## src/rtl/clk_div_ctrl_pkg.sv

```systemverilog
// Shared state encoding and constants for the clk_div_ctrl divided-clock bank.
package clk_div_ctrl_pkg;

   typedef enum logic [1:0] {
      OFF  = 2'd0,
      RUN  = 2'd1,
      PEND = 2'd2
   } ch_state_t;

   localparam int MIN_DIV    = 2;
   localparam int DEF_NUM_CH = 4;
   localparam int DEF_CNT_W  = 16;

endpackage

```

## src/rtl/clk_div_ch.sv

```systemverilog
// One divided-clock channel: period counter, OFF/RUN/PEND state and queued update.
// The align restart input exists only when CLK_DIV_CTRL_ALIGN_EN is defined.
module clk_div_ch
   import clk_div_ctrl_pkg::*;
#(
   parameter int CNT_W = DEF_CNT_W
) (
   input  logic             clk,
   input  logic             rst_n,
`ifdef CLK_DIV_CTRL_ALIGN_EN
   input  logic             align_i,
`endif
   input  logic             req_i,
   input  logic             req_en_i,
   input  logic [CNT_W-1:0] req_div_i,
   output logic             div_clk_o,
   output logic             tick_o,
   output logic             busy_o
);

   ch_state_t        st_q, st_d;
   logic [CNT_W-1:0] cnt_q, cnt_d;
   logic [CNT_W-1:0] n_q, n_d;
   logic [CNT_W-1:0] pdiv_q, pdiv_d;
   logic             pen_q, pen_d;
   logic             div_clk_q, tick_q;
   logic             wrap, restart, apply;

   assign wrap = (cnt_q == n_q - CNT_W'(1));

`ifdef CLK_DIV_CTRL_ALIGN_EN
   assign restart = align_i && (st_q != OFF);
`else
   assign restart = 1'b0;
`endif

   always_comb begin
      st_d   = st_q;
      cnt_d  = cnt_q;
      n_d    = n_q;
      pdiv_d = pdiv_q;
      pen_d  = pen_q;
      apply  = 1'b0;
      case (st_q)
         RUN, PEND: begin
            cnt_d = wrap ? '0 : cnt_q + CNT_W'(1);
            apply = (st_q == PEND) && (wrap || restart);
            if ((st_q == RUN) && req_i) begin
               st_d   = PEND;
               pdiv_d = req_div_i;
               pen_d  = req_en_i;
            end
            if (restart) begin
               cnt_d = '0;
            end
         end
         default: begin
            if (req_i && req_en_i) begin
               st_d  = RUN;
               n_d   = req_div_i;
               cnt_d = '0;
            end
         end
      endcase
      // A queued update only lands on a period boundary (or an align restart).
      if (apply) begin
         st_d  = pen_q ? RUN : OFF;
         n_d   = pen_q ? pdiv_q : n_q;
         cnt_d = '0;
      end
   end

   always_ff @(posedge clk) begin
      if (!rst_n) begin
         st_q      <= OFF;
         cnt_q     <= '0;
         n_q       <= CNT_W'(MIN_DIV);
         pdiv_q    <= CNT_W'(MIN_DIV);
         pen_q     <= 1'b0;
         div_clk_q <= 1'b0;
         tick_q    <= 1'b0;
      end else begin
         st_q      <= st_d;
         cnt_q     <= cnt_d;
         n_q       <= n_d;
         pdiv_q    <= pdiv_d;
         pen_q     <= pen_d;
         div_clk_q <= (st_d != OFF) && (cnt_d < (n_d >> 1));
         tick_q    <= (st_d != OFF) && (cnt_d == n_d - CNT_W'(1)) && !restart;
      end
   end

   assign div_clk_o = div_clk_q;
   assign tick_o    = tick_q;
   assign busy_o    = (st_q == PEND);

endmodule

```

## src/rtl/clk_div_ctrl.sv

```systemverilog
// Bank of NUM_CH programmable clock dividers: request decode, cfg_ready/cfg_err, align fan-out.
// Optional phase-align input is present only when CLK_DIV_CTRL_ALIGN_EN is defined.
module clk_div_ctrl
   import clk_div_ctrl_pkg::*;
#(
   parameter int NUM_CH = DEF_NUM_CH,
   parameter int CNT_W  = DEF_CNT_W
) (
   input  logic                      clk,
   input  logic                      rst_n,
`ifdef CLK_DIV_CTRL_ALIGN_EN
   input  logic                      align,
`endif
   input  logic                      cfg_valid,
   output logic                      cfg_ready,
   input  logic [$clog2(NUM_CH)-1:0] cfg_ch,
   input  logic [CNT_W-1:0]          cfg_div,
   input  logic                      cfg_en,
   output logic                      cfg_err,
   output logic [NUM_CH-1:0]         div_clk,
   output logic [NUM_CH-1:0]         tick,
   output logic [NUM_CH-1:0]         busy
);

   logic              cfg_acc, div_bad;
   logic              cfg_err_q, cfg_err_d;
   logic [NUM_CH-1:0] req;

   // Out-of-range channel numbers are accepted and silently dropped.
   assign cfg_ready = (int'(cfg_ch) < NUM_CH) ? !busy[cfg_ch] : 1'b1;
   assign cfg_acc   = cfg_valid && cfg_ready;
   assign div_bad   = cfg_en && (cfg_div < CNT_W'(MIN_DIV));
   assign cfg_err_d = cfg_acc && div_bad;

   always_ff @(posedge clk) begin
      if (!rst_n) begin
         cfg_err_q <= 1'b0;
      end else begin
         cfg_err_q <= cfg_err_d;
      end
   end

   assign cfg_err = cfg_err_q;

   for (genvar g = 0; g < NUM_CH; g++) begin : g_ch
      assign req[g] = cfg_acc && !div_bad && (int'(cfg_ch) == g);

      clk_div_ch #(
         .CNT_W (CNT_W)
      ) u_ch (
         .clk       (clk),
         .rst_n     (rst_n),
`ifdef CLK_DIV_CTRL_ALIGN_EN
         .align_i   (align),
`endif
         .req_i     (req[g]),
         .req_en_i  (cfg_en),
         .req_div_i (cfg_div),
         .div_clk_o (div_clk[g]),
         .tick_o    (tick[g]),
         .busy_o    (busy[g])
      );
   end

endmodule

```

## config.mk

```make
export PLATFORM = sky130hd
export DESIGN_NAME = clk_div_ctrl
export DESIGN_NICKNAME = d
export VERILOG_FILES = /design/src/rtl/clk_div_ctrl_pkg.sv /design/src/rtl/clk_div_ch.sv /design/src/rtl/clk_div_ctrl.sv
export SDC_FILE = /design/constraint.sdc
export NUM_CORES = 1
export LEC_CHECK = 0
export BUFFER_PORTS_ARGS = -buffer_cell sky130_fd_sc_hd__buf_2
export CORE_MARGIN = 10
export CORE_UTILIZATION = 40
export CTS_CLUSTER_DIAMETER = 120
export DETAILED_ROUTE_END_ITERATION = 6
export GPL_ROUTABILITY_DRIVEN = 0
export HOLD_SLACK_MARGIN = 0.1
export PLACE_DENSITY = 0.58
export SKIP_LAST_GASP = 1
export SLEW_MARGIN = 20
export SYNTH_ARGS = -nofsm -noshare
export SYNTH_HDL_FRONTEND = slang
export SYNTH_SLANG_ARGS = --single-unit
```

## constraint.sdc

```tcl
create_clock -name clk -period 5.5 [get_ports clk]
set_input_delay 0.55 -clock clk [delete_from_list [all_inputs] [get_ports clk]]
set_output_delay 0.55 -clock clk [all_outputs]
set_load 0.05 [all_outputs]
```

---- Word-level counts from Yosys, hierarchy flattened ----
Cells that the tools add are included.
Widths: inputs -> output; s select.
word-level totals
  input bits .............................. 22
  bits in registers ....................... 213
  latch bits .............................. 0
  RAM bits ................................ 0
  memory bits (read-only) ................. 0
  memories kept ........................... 0
cells by class
  $mul .................................... 0
  div/mod/pow operators ................... 0
  reductions and logical operators ........ 43
  add/subtract/negate cells ............... 12
  order comparisons ....................... 6
  shifts and indexed selects .............. 0
  mux-type cells .......................... 58
  bitwise gates (word level) .............. 0
  eq/ne operators ......................... 19
operators with widths
  operator               count
  $mux 16                32
  $eq 16x16->1           8
  $sub 16x1->16 const B  8
  $add 16x1->16 const B  4
  $lt 16x15->1           4
  $mux 2                 16
  $logic_and 1x1->1      28
  $lt 16x2->1 const B    1
  $eq 2x2->1 const B     6
  $eq 2x1->1 const B     5
  $mux 1                 9
  $reduce_and 2->1       4
  $reduce_bool 2->1      4
  $reduce_or 2->1        4
  $lt 2x3->1 const B     1
  $bmux 1 s2             1
  $logic_not 1->1        2
  $logic_not 2->1        1

---- Depth between registers and ports, before layout ----
  depth in word-level cells ............... 14
  mapped depth ............................ 22

---- Hierarchy ----
From an unflattened synthesis, not the netlist that was laid out.
unflattened totals
  cells, all modules ...................... 2071
  area, all modules ....................... 16251.8 µm²
by module, submodules not included
  module                         sequential area each (µm²)  cells each  area each (µm²)  instances
  clk_div_ch (g_ch[0].u_ch ...)  1061.0                      512         4008.8           3
  clk_div_ch (g_ch[3].u_ch)      1061.0                      516         4071.4           1
  clk_div_ctrl                   20.0                        19          153.9            1

---- Worst setup path after synthesis ----
OpenSTA, ideal clock, no wires.
  path type ............................... reg-to-reg
  start ................................... reg g_ch[1].u_ch.n_q[2]
  end ..................................... reg g_ch[1].u_ch.div_clk_q
  clock period less this slack ............ 5.114 ns
  arrival ................................. 5.044 ns
  library setup time ...................... 0.070 ns
  stages on the path, launching flop included .. 23
  setup slack ............................. 0.386 ns
  required time ........................... 5.430 ns
  path through ............................ dfxtp_1 buf_6 or4_4 buf_6 nor4_4 xnor2_1 a2111o_1 or4_1 o21bai_1 clkbuf_1 o21ai_0 a21oi_1 inv_1 ha_1 a21oi_1 nor2b_1 o21ai_0 nand2b_1 a21oi_1 nor2b_1 o21ai_0 or4b_2 a21oi_1
on the way
  word-level cells in the longest chain between the ends .. 7
  elaborated cells between the ends (all ways) .. 15
  those cells by class .................... add/sub (1); order compare (1); eq/ne (1); mux (9); reduce/logical (3)
ends and longest elaborated chain
  element                                              RTL line                            source
  from (decl)                                          clk_div_ch.sv:23                    logic [CNT_W-1:0] n_q, n_d;
  from (signal assigned)                               clk_div_ch.sv:77                    n_q <= CNT_W'(MIN_DIV);
  from (signal assigned)                               clk_div_ch.sv:85                    n_q <= n_d;
  $sub 16x1->16 (*)                                    clk_div_ch.sv:29                    assign wrap = (cnt_q == n_q - CNT_W'(1));
  $eq 16x16->1 (*)                                     clk_div_ch.sv:29
  $mux 16 / $logic_and 1x1->1 (equally long branches)  clk_div_ch.sv:46, clk_div_ch.sv:47
  $mux 16 / $mux 1 (equally long branches)             clk_div_ch.sv:44                    case (st_q)
  $mux 16 (*)                                          clk_div_ch.sv:66                    if (apply) begin
  net g_ch[1].u_ch.cnt_d[9]                            clk_div_ch.sv:22                    logic [CNT_W-1:0] cnt_q, cnt_d;
  $lt 16x15->1 (*)                                     clk_div_ch.sv:88                    div_clk_q <= (st_d != OFF) && (cnt_d < (n_d >> 1));
  $logic_and 1x1->1 (*)                                clk_div_ch.sv:88
  to (signal assigned)                                 clk_div_ch.sv:88
  to (decl)                                            clk_div_ch.sv:26                    logic div_clk_q, tick_q;
Mark *: on every way through the listed nets, which the timed path passes. The rest lies on a longest branch.
A chain may end at the register's enable or synchronous reset.

---- Final worst setup path ----
  start ................................... reg g_ch[0].u_ch.n_q[0]
  end ..................................... reg g_ch[0].u_ch.tick_q
on the way
  word-level cells in the longest chain between the ends .. 8
  elaborated cells between the ends (all ways) .. 16
  those cells by class .................... add/sub (2); eq/ne (2); mux (9); reduce/logical (3)
ends and longest elaborated chain
  element                 RTL line          source
  from (decl)             clk_div_ch.sv:23
  from (signal assigned)  clk_div_ch.sv:77
  from (signal assigned)  clk_div_ch.sv:85
  $sub 16x1->16           clk_div_ch.sv:29
  $eq 16x16->1            clk_div_ch.sv:29
  $logic_and 1x1->1       clk_div_ch.sv:47  apply = (st_q == PEND) && (wrap || restart);
  $mux 1                  clk_div_ch.sv:44
  $mux 16                 clk_div_ch.sv:66
  $sub 16x1->16           clk_div_ch.sv:89  tick_q <= (st_d != OFF) && (cnt_d == n_d - CNT_W'(1)) && !restart;
  $eq 16x16->1            clk_div_ch.sv:89
  $logic_and 1x1->1 (*)   clk_div_ch.sv:89
  to (signal assigned)    clk_div_ch.sv:89
  to (decl)               clk_div_ch.sv:26
Every way passes the cells marked *; elsewhere a longest branch is shown, timed or not.

==> flow_summary.toml <==
[outcome]
outcome = "completed"

[layout]
layout.nets = 2155
fin_util = 0.4495
synthToLayoutAreaGrowth_pct = 11.13
stdcell_count = 2593
final_layout_size_suffix_gt1_frac = 0.1138
final_design_area_no_fill_um2 = 17410

[yosys]
synth_commonest_cells = "254 x sky130_fd_sc_hd__nand2_1, 213 x sky130_fd_sc_hd__dfxtp_1, 163 x sky130_fd_sc_hd__nor2_1, 131 x sky130_fd_sc_hd__a21oi_1, 104 x sky130_fd_sc_hd__clkbuf_1"
muxShareOfSynthArea = 0.02044
synth-adder-area-share = 0.06069
post_synth_xor_area_fraction = 0.09015
yosys_register_bits = 213
post-synth-top-area-fraction = 0.2721
synth-async-reset-ratio = 0
syn-cell-area_um2 = 15670
synthCells = 2055
synth_top_cell_by_area = "sky130_fd_sc_hd__dfxtp_1"
synth_simple_gate_area_frac = 0.2984
avgSynthCellArea_um2 = 7.625
synth.top_cells.by_area = "sky130_fd_sc_hd__dfxtp_1 27%, sky130_fd_sc_hd__nand2_1 6.1%, sky130_fd_sc_hd__ha_1 6.1%, sky130_fd_sc_hd__xnor2_1 5.7%, sky130_fd_sc_hd__a21oi_1 4.2%"
yosys_warnings = 0
synth-seq-area-share = 0.2721
number_of_nets_produced_by_synthesis = 2153
yosysMostFrequentCell = "sky130_fd_sc_hd__nand2_1"
post_synth_num_cell_types = 92
synth-main-ff-cell = "sky130_fd_sc_hd__dfxtp_1"
main_combinational_cell_family_by_area_after_synthesis = "simple AND/OR/NAND/NOR gates"
synth_edf_count = 0
post_synthesis_compound_gate_area_fraction = 0.2067

[floorplanning]
die_h_um = 217.9
start_util = 0.4045
floorplan.die_area_um2 = 47490
top_level_ports = 36
floorplan.rows = 72
coreArea_um2 = 38740
die_width_um = 217.9

[cts]
tritoncts = "done"
cts_max_level = 1
buffers_from_clock_root_to_sink_at_most = 3
clock_tree.root_cell = "sky130_fd_sc_hd__clkbuf_16"
holdBufCountCts = 0
clkTransAtPathRegs_ps = 60
tritoncts_num_sinks = 213
clkLatencyLatePin_ps = 550
cts_made_buffers = 25

[timing]
min_period_over_period = 0.9448
max-slew-margin-rel = 0.2796
worst_slack_ps = 303.5
slew_violations = 0
worst_hold_slack_ps = 369.2
clock-skew-final_ps = 8.543
final_setup_fails = 0
timing_worst_slew_pin_value_ps = 1081
max_freq_mhz = 192.4
grt_setup_unrepaired = "true"
finalSetupTns_ps = 0
hold_violations = 0
timing.final.crit_period_ps = 5196

[routing]
wl_per_cell_um = 19.97
firstDrtPassIters = 5
postRouteWirelength_um = 51790
final_antenna_net_count = 0
initial_drc_count = 1484
vias_per_cell = 5.917
drt_drc_violations_left = 0
overall_via_count_from_detail_route = 15340

[worst_setup_path]
worstPathRequired_ps = 5910
crit_chain = "inv_1 > ha_1 > or4b_1 > buf_4 > or3_1 > a211oi_1 > o21ai_1 > a21oi_1 > buf_4 > and4_1 > nand3_2 > o221ai_1 > and3_1 > xnor2_1 > or4_1 > a2111oi_1"
r2r-end = "g_ch[0].u_ch.tick_o"
critPathBufInv = 3
timing.critical_path.depth = 16
timing.reg2reg.worst_path_depth = 16
critical_path.reg2reg.startpoint = "g_ch[0].u_ch.n_q[0]"
critical_path.max_fanout = 8
cp.arrival_ps = 5610
worst_setup_path_end_kind = "flop"
path_class = "reg -> reg"
path_delay_family = "simple AND/OR/NAND/NOR gates"
critical_path.max_stage_delay_ps = 620
timing.critical_path.from_type = "flop"
cpMaxStageDelayCell = "sky130_fd_sc_hd__o221ai_1"
library_cell_appearing_most_often_on_the_critical_path = "sky130_fd_sc_hd__buf_4"
setup.reg_to_reg.worst_slack_ps = 300

[placement]
dp_hpwl_um = 38750
numPortBuffers = 35
dp_cells = 2546
place_ws_ps = 100.1
dpl_cell_area_um2 = 16450

[power_and_ir_drop]
netSwitchingFraction = 0.2762
total_leakage_power_nw = 6.757
power-per-cell-area_nw_per_um2 = 232.8
power.ir.vdd_worst_uv = 211.7
pwr-share-seq = 0.393
combinationalPowerShare = 0.146
p_int_mw = 2.934
netSwitchingPower_mw = 1.120
fin_total_pwr_mw = 4.054
clock_power_share = 0.461

[job]
drv_cap = 0

[grt]
antenna_found_initial = 1
maximum_number_of_pins_on_one_net_before_global_route_repair = 98
first_global_vias = 14610
grt_first_pass_wirelength_um = 81800
grt_remaining_overflow = 0
grt_usage = 0.2108

[worst_hold_path]
worstHoldPathType = "in -> reg"
timing.hold.worst_path_depth = 3
worst_hold_startpoint = "cfg_div[15]"
worst_hold_path.endpoint = "g_ch[3].u_ch.pdiv_q[15]"
## worst max path at each step
stage / start / endpoint
3_5_place_dp: g_ch[0].u_ch.n_q[5] / g_ch[0].u_ch.tick_o
6_report: g_ch[0].u_ch.n_q[0] / g_ch[0].u_ch.tick_o
3_3_place_gp: g_ch[1].u_ch.n_q[6] / g_ch[1].u_ch.tick_o
5_1_grt: g_ch[0].u_ch.n_q[5] / g_ch[0].u_ch.tick_o
2_1_floorplan: g_ch[1].u_ch.n_q[2] / g_ch[1].u_ch.div_clk_o
4_1_cts: g_ch[0].u_ch.n_q[5] / g_ch[0].u_ch.tick_o
## sequential cells by signal, summed over array words and instances (netlist names)
name / count
g_ch.u_ch.n_q: 64
g_ch.u_ch.pdiv_q: 64
g_ch.u_ch.cnt_q: 64
g_ch.u_ch.tick_o: 4
g_ch.u_ch.div_clk_o: 4
cfg_err: 1
g_ch.u_ch.st_q: 8
g_ch.u_ch.pen_q: 4
## per-layer routing
layer	vias to the layer above	wire length (um)	track usage
li1	7411	-	-
met1	7280	23280	0.2819
met2	534	23100	0.3379
met3	117	3621	0.03010
met4	0	1799	0.07683
met5	-	0	0
## tightest hold or removal path: stages
cell and delay, ps:
sky130_fd_sc_hd__buf_2 180, sky130_fd_sc_hd__nand2_1 80, sky130_fd_sc_hd__a21oi_1 50
## power groups by stage
stage	clock network, mW	logic [mW]	registers (mW)
global placement	0	0.567	1.63
finish	1.87	0.591	1.59
global route	1.96	0.644	1.60
CTS	1.91	0.576	1.59
detailed placement	0	0.572	1.63
floorplan	0	0.414	1.61
## placed cells by master (no fill, tap or decap), types with 33 or more instances in the layout
master	n
sky130_fd_sc_hd__nor2_1	163
sky130_fd_sc_hd__and2_1	44
sky130_fd_sc_hd__nand2_1	254
sky130_fd_sc_hd__inv_1	64
sky130_fd_sc_hd__dfxtp_1	213
sky130_fd_sc_hd__o21ai_0	94
sky130_fd_sc_hd__ha_1	76
sky130_fd_sc_hd__xor2_1	54
sky130_fd_sc_hd__buf_2	35
sky130_fd_sc_hd__nor4_1	33
sky130_fd_sc_hd__buf_4	68
sky130_fd_sc_hd__and3_1	49
sky130_fd_sc_hd__o22a_1	33
sky130_fd_sc_hd__xnor2_1	102
sky130_fd_sc_hd__nand4_1	36
sky130_fd_sc_hd__nand3_1	51
sky130_fd_sc_hd__a21oi_1	131
sky130_fd_sc_hd__nor3_1	65
## repair_timing
action	in CTS	in global routing
resized for setup	0	10
endpoints found under the setup margin	0	4
setup buffers	0	2
## layout make-up
cell class	instances	area, um^2
multi-input combinational	1648	10660
tap	518	648.1
sequential	213	4264
antenna	1	2.502
clock buffer	28	666.9
inverter	66	250.2
clock inverter	16	239.0
fill	3896	21320
timing repair buffer	103	685.7
## cells by family (layout without fill, tap and decap cells)
| group | Yosys count | after routing |
|---|---|---|
| mux | 30 | 30 |
| compound gates | 487 | 487 |
| other cells | 0 | 1 |
| xor+xnor | 158 | 158 |
| simple gates | 897 | 897 |
| buf+inv | 194 | 213 |
| flops | 213 | 213 |
| fa+ha+maj | 76 | 76 |
No activity file was read; power rests on OpenSTA's default activity.
